[src/rtl/id_ctrl_pkg.sv]
// Shared definitions for the ID-stage control path: instruction field positions,
// class/opcode codes, ALU op encodings and the 7-signal control bundle.
package id_ctrl_pkg;

  localparam int COND_HI  = 31;
  localparam int COND_LO  = 28;
  localparam int CLASS_HI = 27;
  localparam int CLASS_LO = 26;
  localparam int BIT_I    = 25;
  localparam int BIT_LINK = 24;
  localparam int OPC_HI   = 24;
  localparam int OPC_LO   = 21;
  localparam int BIT_U    = 23;
  localparam int BIT_S    = 20;
  localparam int BIT_L    = 20;

  localparam logic [3:0] COND_NV = 4'b1111;

  typedef enum logic [1:0] {
    CLS_DP = 2'b00,
    CLS_LS = 2'b01,
    CLS_BR = 2'b10,
    CLS_CP = 2'b11
  } iclass_t;

  localparam logic [3:0] OPC_AND = 4'h0;
  localparam logic [3:0] OPC_EOR = 4'h1;
  localparam logic [3:0] OPC_SUB = 4'h2;
  localparam logic [3:0] OPC_RSB = 4'h3;
  localparam logic [3:0] OPC_ADD = 4'h4;
  localparam logic [3:0] OPC_ADC = 4'h5;
  localparam logic [3:0] OPC_SBC = 4'h6;
  localparam logic [3:0] OPC_RSC = 4'h7;
  localparam logic [3:0] OPC_TST = 4'h8;
  localparam logic [3:0] OPC_TEQ = 4'h9;
  localparam logic [3:0] OPC_CMP = 4'hA;
  localparam logic [3:0] OPC_CMN = 4'hB;
  localparam logic [3:0] OPC_ORR = 4'hC;
  localparam logic [3:0] OPC_MOV = 4'hD;
  localparam logic [3:0] OPC_BIC = 4'hE;
  localparam logic [3:0] OPC_MVN = 4'hF;

  typedef enum logic [1:0] {
    ALU_ADD = 2'b00,
    ALU_SUB = 2'b01,
    ALU_AND = 2'b10,
    ALU_ORR = 2'b11
  } alu_op_t;

  // status[0] = S (update flags), status[1] = compare-only (no writeback)
  typedef struct packed {
    logic       reg_write;
    logic       mem_write;
    logic       mem_to_reg;
    logic       alu_src;
    logic [1:0] status;
    alu_op_t    alu_op;
    logic       pc_src;
  } ctrl_t;

  function automatic alu_op_t dp_alu_op(input logic [3:0] opcode);
    alu_op_t op;
    case (opcode)
      OPC_ADD, OPC_ADC, OPC_CMN:                   op = ALU_ADD;
      OPC_SUB, OPC_SBC, OPC_RSB, OPC_RSC, OPC_CMP: op = ALU_SUB;
      OPC_AND, OPC_BIC, OPC_TST:                   op = ALU_AND;
      default:                                     op = ALU_ORR;
    endcase
    return op;
  endfunction

endpackage

[src/rtl/arm_ctrl_decoder.sv]
// Purely combinational IF/ID instruction -> control bundle decode.
module arm_ctrl_decoder
  import id_ctrl_pkg::*;
(
  input  logic [31:0] instruction,
  output ctrl_t       ctrl
);

  iclass_t    iclass;
  logic [3:0] opcode;
  logic       is_nop;

  assign iclass = iclass_t'(instruction[CLASS_HI:CLASS_LO]);
  assign opcode = instruction[OPC_HI:OPC_LO];
  // Never-condition and the all-zero NOP both decode to a bubble
  assign is_nop = (instruction == 32'h0) ||
                  (instruction[COND_HI:COND_LO] == COND_NV);

  always_comb begin
    ctrl = '0;
    if (!is_nop) begin
      case (iclass)
        CLS_DP: begin
          ctrl.alu_src   = instruction[BIT_I];
          ctrl.status[0] = instruction[BIT_S];
          ctrl.alu_op    = dp_alu_op(opcode);
          if (opcode[3:2] == 2'b10) begin
            ctrl.status[1] = 1'b1;
          end else begin
            ctrl.reg_write = 1'b1;
          end
        end
        CLS_LS: begin
          // Register-offset form has I set, so the immediate is used when I is clear
          ctrl.alu_src = ~instruction[BIT_I];
          ctrl.alu_op  = instruction[BIT_U] ? ALU_ADD : ALU_SUB;
          if (instruction[BIT_L]) begin
            ctrl.reg_write  = 1'b1;
            ctrl.mem_to_reg = 1'b1;
          end else begin
            ctrl.mem_write  = 1'b1;
          end
        end
        CLS_BR: begin
          ctrl.pc_src    = 1'b1;
          ctrl.reg_write = instruction[BIT_LINK];
          ctrl.alu_op    = ALU_ADD;
        end
        default: ctrl = '0;
      endcase
    end
  end

endmodule

[src/rtl/id_control_path.sv]
// Decode-stage control path: PC+4, instruction decode, bubble/status-force mux and
// the ID/EX control register.
module id_control_path
  import id_ctrl_pkg::*;
#(
  parameter logic [31:0] PC_INC = 32'd4
) (
  input  logic        clk,
  input  logic        reset,
  input  logic [31:0] pc_current,
  input  logic [31:0] instruction,
  input  logic        bubble_select,
  input  logic        status_force_en,
  input  logic [1:0]  status_force,
  output logic [31:0] pc_plus_4,
  output logic        reg_write_enable,
  output logic        mem_write_enable,
  output logic        mem_to_reg_select,
  output logic        alu_source_select,
  output logic [1:0]  status_bits,
  output logic [1:0]  alu_operation,
  output logic        pc_source_select,
  output logic        ex_reg_write_enable,
  output logic        ex_mem_write_enable,
  output logic        ex_mem_to_reg_select,
  output logic        ex_alu_source_select,
  output logic [1:0]  ex_status_bits,
  output logic [1:0]  ex_alu_operation,
  output logic        ex_pc_source_select
);

  ctrl_t dec_ctrl;
  ctrl_t mux_ctrl;
  ctrl_t ex_ctrl;

  assign pc_plus_4 = pc_current + PC_INC;

  arm_ctrl_decoder u_decoder (
    .instruction (instruction),
    .ctrl        (dec_ctrl)
  );

  // Bubble wins over the status override
  always_comb begin
    mux_ctrl = dec_ctrl;
    if (status_force_en) mux_ctrl.status = status_force;
    if (bubble_select)   mux_ctrl = '0;
  end

  always_ff @(posedge clk or negedge reset) begin
    if (!reset) ex_ctrl <= '0;
    else        ex_ctrl <= mux_ctrl;
  end

  assign reg_write_enable  = mux_ctrl.reg_write;
  assign mem_write_enable  = mux_ctrl.mem_write;
  assign mem_to_reg_select = mux_ctrl.mem_to_reg;
  assign alu_source_select = mux_ctrl.alu_src;
  assign status_bits       = mux_ctrl.status;
  assign alu_operation     = mux_ctrl.alu_op;
  assign pc_source_select  = mux_ctrl.pc_src;

  assign ex_reg_write_enable  = ex_ctrl.reg_write;
  assign ex_mem_write_enable  = ex_ctrl.mem_write;
  assign ex_mem_to_reg_select = ex_ctrl.mem_to_reg;
  assign ex_alu_source_select = ex_ctrl.alu_src;
  assign ex_status_bits       = ex_ctrl.status;
  assign ex_alu_operation     = ex_ctrl.alu_op;
  assign ex_pc_source_select  = ex_ctrl.pc_src;

endmodule

[config.mk]
export PLATFORM = sky130hd
export DESIGN_NAME = id_control_path
export DESIGN_NICKNAME = d
export VERILOG_FILES = /design/src/rtl/id_ctrl_pkg.sv /design/src/rtl/arm_ctrl_decoder.sv /design/src/rtl/id_control_path.sv
export SDC_FILE = /design/constraint.sdc
export NUM_CORES = 1
export LEC_CHECK = 0
export ABC_CLOCK_PERIOD_IN_PS = 4500
export CAP_MARGIN = 20
export CORE_ASPECT_RATIO = 0.9
export CORE_MARGIN = 10
export CORE_UTILIZATION = 31
export CTS_CLUSTER_SIZE = 20
export DETAILED_ROUTE_END_ITERATION = 8
export PLACE_DENSITY = 0.85
export SYNTH_ARGS = -nofsm -noshare
export SYNTH_HDL_FRONTEND = slang
export SYNTH_SLANG_ARGS = --single-unit
[constraint.sdc]
create_clock -name clk -period 4.5 [get_ports clk]
set_clock_uncertainty 0.2 [all_clocks]
set_input_delay 0.9 -clock clk [delete_from_list [all_inputs] [get_ports clk]]
set_output_delay 0.9 -clock clk [all_outputs]
set_load 0.02 [all_outputs]
==> Word level (Yosys, flattened, before mapping) <==
Memories as Yosys holds them, arrays and structs flattened.
Cells that the tools add are included.
{ "classes": {"n_mux": 14, "n_reduce_logical": 3, "addsub": 1, "eq_ne": 4, "n_bitwise": 1} }
{ "op_table": {"columns": ["op", "n"], "rows": [
  ["32-bit by 3-bit adder with 32-bit output (second input constant)", 1],
  ["32-bit logical NOT", 1],
  ["9-bit two-way mux", 2],
  ["1-bit two-way mux", 6],
  ["2-bit two-way mux", 3],
  ["2-bit equality test (second input constant)", 2],
  ["4-bit equality test (second input constant)", 1],
  ["2-bit case mux with 2 select lines", 1],
  ["1-bit case mux with 3 select lines", 1],
  ["2-bit by 1-bit equality test with 1-bit output (second input constant)", 1],
  ["2-bit logical NOT", 1],
  ["1-bit case mux with 2 select lines", 1],
  ["1-bit logical OR", 1],
  ["1-bit NOT", 1]
]} }
{ "totals": {"elab_cells": 31, "rom_bits": 32, "regBits": 9, "out_inout_bits": 50, "n_memories": 1} }
{ "memory_table": {"columns": ["memory", "words", "word_bits", "rd", "rd_clocked_by_memory_dff", "wr", "line", "rtl"], "rows": [
  ["(no name shown)", 16, 2, 1, 0, 0, "id_ctrl_pkg.sv:63", "case (opcode)"]
]} }

==> Longest topological paths before layout <==
{ "logic_depth": {"ltp_word": 6, "depth_mapped": 6, "depth_no_buf": 6} }

==> Modules after synthesis <==
From an unflattened synthesis, not the netlist that was laid out.
{ "hier_totals": {"hier_cells": 144, "area_unflattened_um2": 1176.1} }
{ "modules_own_cells": {"columns": ["module", "cells_each", "instances", "area_per_inst_um2"], "rows": [
  ["id_control_path", 102, 1, 905.9],
  ["arm_ctrl_decoder", 42, 1, 270.3]
]} }

==> Least setup slack after synthesis <==
OpenSTA, ideal clock, no wires.
{ "synth_path": {"path_kind": "input port to output port", "start": "input port instruction[26]", "end": "output port alu_operation[0]", "path_buffers": 1, "arrival_ns": 2.190, "stages": 5, "setup_slack_ns": 1.210, "cell_sequence": "clkbuf_1 nor3_1 nand3_1 nor3_1 nor4b_1"} }
{ "synth_between": {"elab_chain_cells": 4} }
{ "synth_rtl": {"columns": ["item", "line", "rtl"], "rows": [
  ["start: declaration", "id_control_path.sv:11", "input logic [31:0] instruction,"],
  ["32-bit logical NOT, or another cell as far along", "arm_ctrl_decoder.sv:16", "assign is_nop = (instruction == 32'h0) ||"],
  ["1-bit logical OR or 2-bit case mux with 2 select lines (tied branches)", "arm_ctrl_decoder.sv:16, arm_ctrl_decoder.sv:22", null],
  ["9-bit two-way mux *", "arm_ctrl_decoder.sv:21", "if (!is_nop) begin"],
  ["9-bit two-way mux *", "id_control_path.sv:47", "if (bubble_select) mux_ctrl = '0;"],
  ["end: declaration", "id_control_path.sv:21", "output logic [1:0] alu_operation,"]
]} }
Mark *: on every way between the ends. The rest lies on a longest branch, timed or not.

==> Worst setup path in the final report <==
{ "layout_path": {"start": "input port pc_current[10]", "end": "output port pc_plus_4[24]"} }
{ "layout_between": {"elab_chain_cells": 1} }
{ "layout_rtl": {"columns": ["item", "line", "rtl"], "rows": [
  ["start: declaration", "id_control_path.sv:10", "input logic [31:0] pc_current,"],
  ["32-bit by 3-bit adder with 32-bit output", "id_control_path.sv:36", "assign pc_plus_4 = pc_current + PC_INC;"],
  ["end: declaration", "id_control_path.sv:15", "output logic [31:0] pc_plus_4,"]
]} }
Every way passes these cells.

==> metrics.yaml <==
status: "complete, no violations"
hold_ws_ps: 752
worst_setup_path_start_kind: "input pin"
io_pins: 120
grt_max_degree: 10
die_w_um: 83.2
powerDensity_nw_per_um2: 157
arrival_ps: 3220
worst_slew_margin_rel: 0.672
ys_ff_latch: 9
min_period_ps: 4320
hold_violations: 0
n_antenna_cell: 0
ys_seq_area_frac: 0.202
die-area_um2: 6400
worst_pin_slew_ps: 490
h-tree-depth: 1
required_ps: 3400
drtAntennaViolNets: 0
vias_per_cell: 4.96
grt_use_met2: 0.264
synthCells: 142
fin_setup_tns_ps: 0
area_growth_pct: 110
clockBufferDepth: 2
use_met1: 0.143
cts_setup_buffers: 0
critPathKind: "input pin to primary output"
gp_congestion: 0.863
cts_resized: 0
ir_worst_vdd_uv: 77.6
grt_first_pass_wirelength_um: 8170
synth_flop_cell: "dfrtp_1"
grt_pass1_vias: 1611
cts_tree: "done"
clock_sinks: 9
synthesis.nets: 215
drive_gt1_frac: 0.0310
grt-busiest-layer: "met2"
report.final.slew_viol_count: 0
start_util: 0.326
path_max_fanout: 7
wl_per_cell_um: 16.8
syn_area_um2: 1120
port_buffers: 115
finalSetupViolations: 0
cts_buffers: 3
syn_avg_cell_area_um2: 7.86
drc: 0
die_h_um: 76.9
p_leak_nw: 0.879
drt_first_pass_iters: 6
use_met3: 0.0961
grt-ovfl-total: 0
synth_edf_count: 0
nets: 332
rsz0062_at_grt: "no"
drtIter0Drc: 45
rows: 20
antenna_found_initial: 0
wl_um: 5070
maxCapViolCount: 0
hold_path.class: "input pin to asynchronous set/reset pin"
core_area_um2: 3430
yosysWarnings: 0
end_kind: "primary output"
grtUsageTotal: 0.150
cts-root-buf: "clkbuf_8"
route.vias.total: 1499
postSynth.asyncResetShare: 1.00
clkTransAtPathRegs_ps: 40
fin_crit_sh: 0.960
synth_cell_type_count: 29
fmax_ghz: 0.231
hpwl_um: 4550
cts_hold_buffers: 0
## cells by family after synthesis
family	share of synthesized area
adders and majority gates	0.0336
buffers and inverters	0.0437
AOI/OAI and AO/OA	0.0493
xor gates and xnor gates	0.228
and+or+nand+nor	0.444
DFF	0.202
## placed cells by master (no fill, tap or decap), types with 3 or more instances in the layout
cell             synthesis  final
nand2_1                 10     10
xnor2_1                 21     21
nor2_1                  14     14
nor4_1                   7      7
nand3_1                 12     12
clkdlybuf4s50_1          0    115
o21ai_0                  3      3
ha_1                     3      3
xor2_1                   8      8
nand4_1                 14     14
a21oi_1                  3      3
clkbuf_8                 0      3
dfrtp_1                  9      9
nor3_1                   8      8
inv_1                    8      8
## worst max-delay path: stages
cell	delay, ps
clkdlybuf4s50_1	600
nand4_4	190
nor4_4	490
nand4_1	170
xnor2_1	210
clkdlybuf4s50_1	650
## per-layer routing
| metal | vias up | share of wire |
|---|---|---|
| met5 | - | 0 |
| met4 | 0 | 0.0081 |
| met3 | 5 | 0.14 |
| met2 | 68 | 0.49 |
| met1 | 679 | 0.36 |
| li1 | 747 | - |
## synth_stat cells (all sizes together) (2+ instances only)
library cell / n / area share
a21oi: 3 / 0.013
buf: 2 / 0.013
dfrtp: 9 / 0.20
ha: 3 / 0.034
inv: 8 / 0.027
nand2: 10 / 0.034
nand3: 12 / 0.054
nand3b: 2 / 0.013
nand4: 16 / 0.12
nor2: 14 / 0.047
nor3: 8 / 0.036
nor3b: 2 / 0.013
nor4: 9 / 0.077
nor4b: 2 / 0.016
o21ai: 3 / 0.013
xnor2: 21 / 0.16
xor2: 8 / 0.063
## through the flow
step | total power [W] | std cells | area, um^2 | utilization | worst slack, ps
after floorplan | 0.000154 | 142 | 1120 | - | 1210
after detailed placement | 0.000280 | 298 | 2300 | 0.672 | 201
final | 0.000369 | 302 | 2350 | 0.685 | 180
after global routing | 0.000387 | 302 | 2350 | 0.685 | 27.6
after CTS | 0.000372 | 302 | 2350 | 0.685 | 198
after global placement | 0.000278 | 298 | 2300 | 0.672 | 259
## final cells by class
cell class,count,area [um^2]
fill,294,1080
inverter,8,30.0
multi-input combinational,122,842
tap,44,55.1
clock buffer,4,45.0
timing repair buffer,115,1150
sequential,9,225
## report_power, final
part | leakage [nW] | total (W) | switching, W | internal [W]
Clock | 0.0228 | 0.0000904 | 0.0000289 | 0.0000614
Combinational | 0.735 | 0.000193 | 0.0000867 | 0.000106
Sequential | 0.121 | 0.0000855 | 0.000000756 | 0.0000847
## path summary, 6_finish.rpt
| path | startpoint | endpoint | slack [ps] | depth (start not counted) |
|---|---|---|---|---|
| max in group asynchronous | reset | ex_mem_to_reg_select | 3090 | 1 |
| min in group clk | status_force[0] | ex_status_bits[0] | 1090 | 3 |
| min | reset | ex_status_bits[0] | 750 | 1 |
| max | pc_current[10] | pc_plus_4[24] | 180 | 6 |
## flip-flops by register name, summed over array words and instances, names as in the netlist
name                  flops
ex_mem_to_reg_select      1
ex_alu_operation          2
ex_mem_write_enable       1
ex_status_bits            2
ex_pc_source_select       1
ex_alu_source_select      1
ex_reg_write_enable       1
Power figures use the tool's default switching activity.
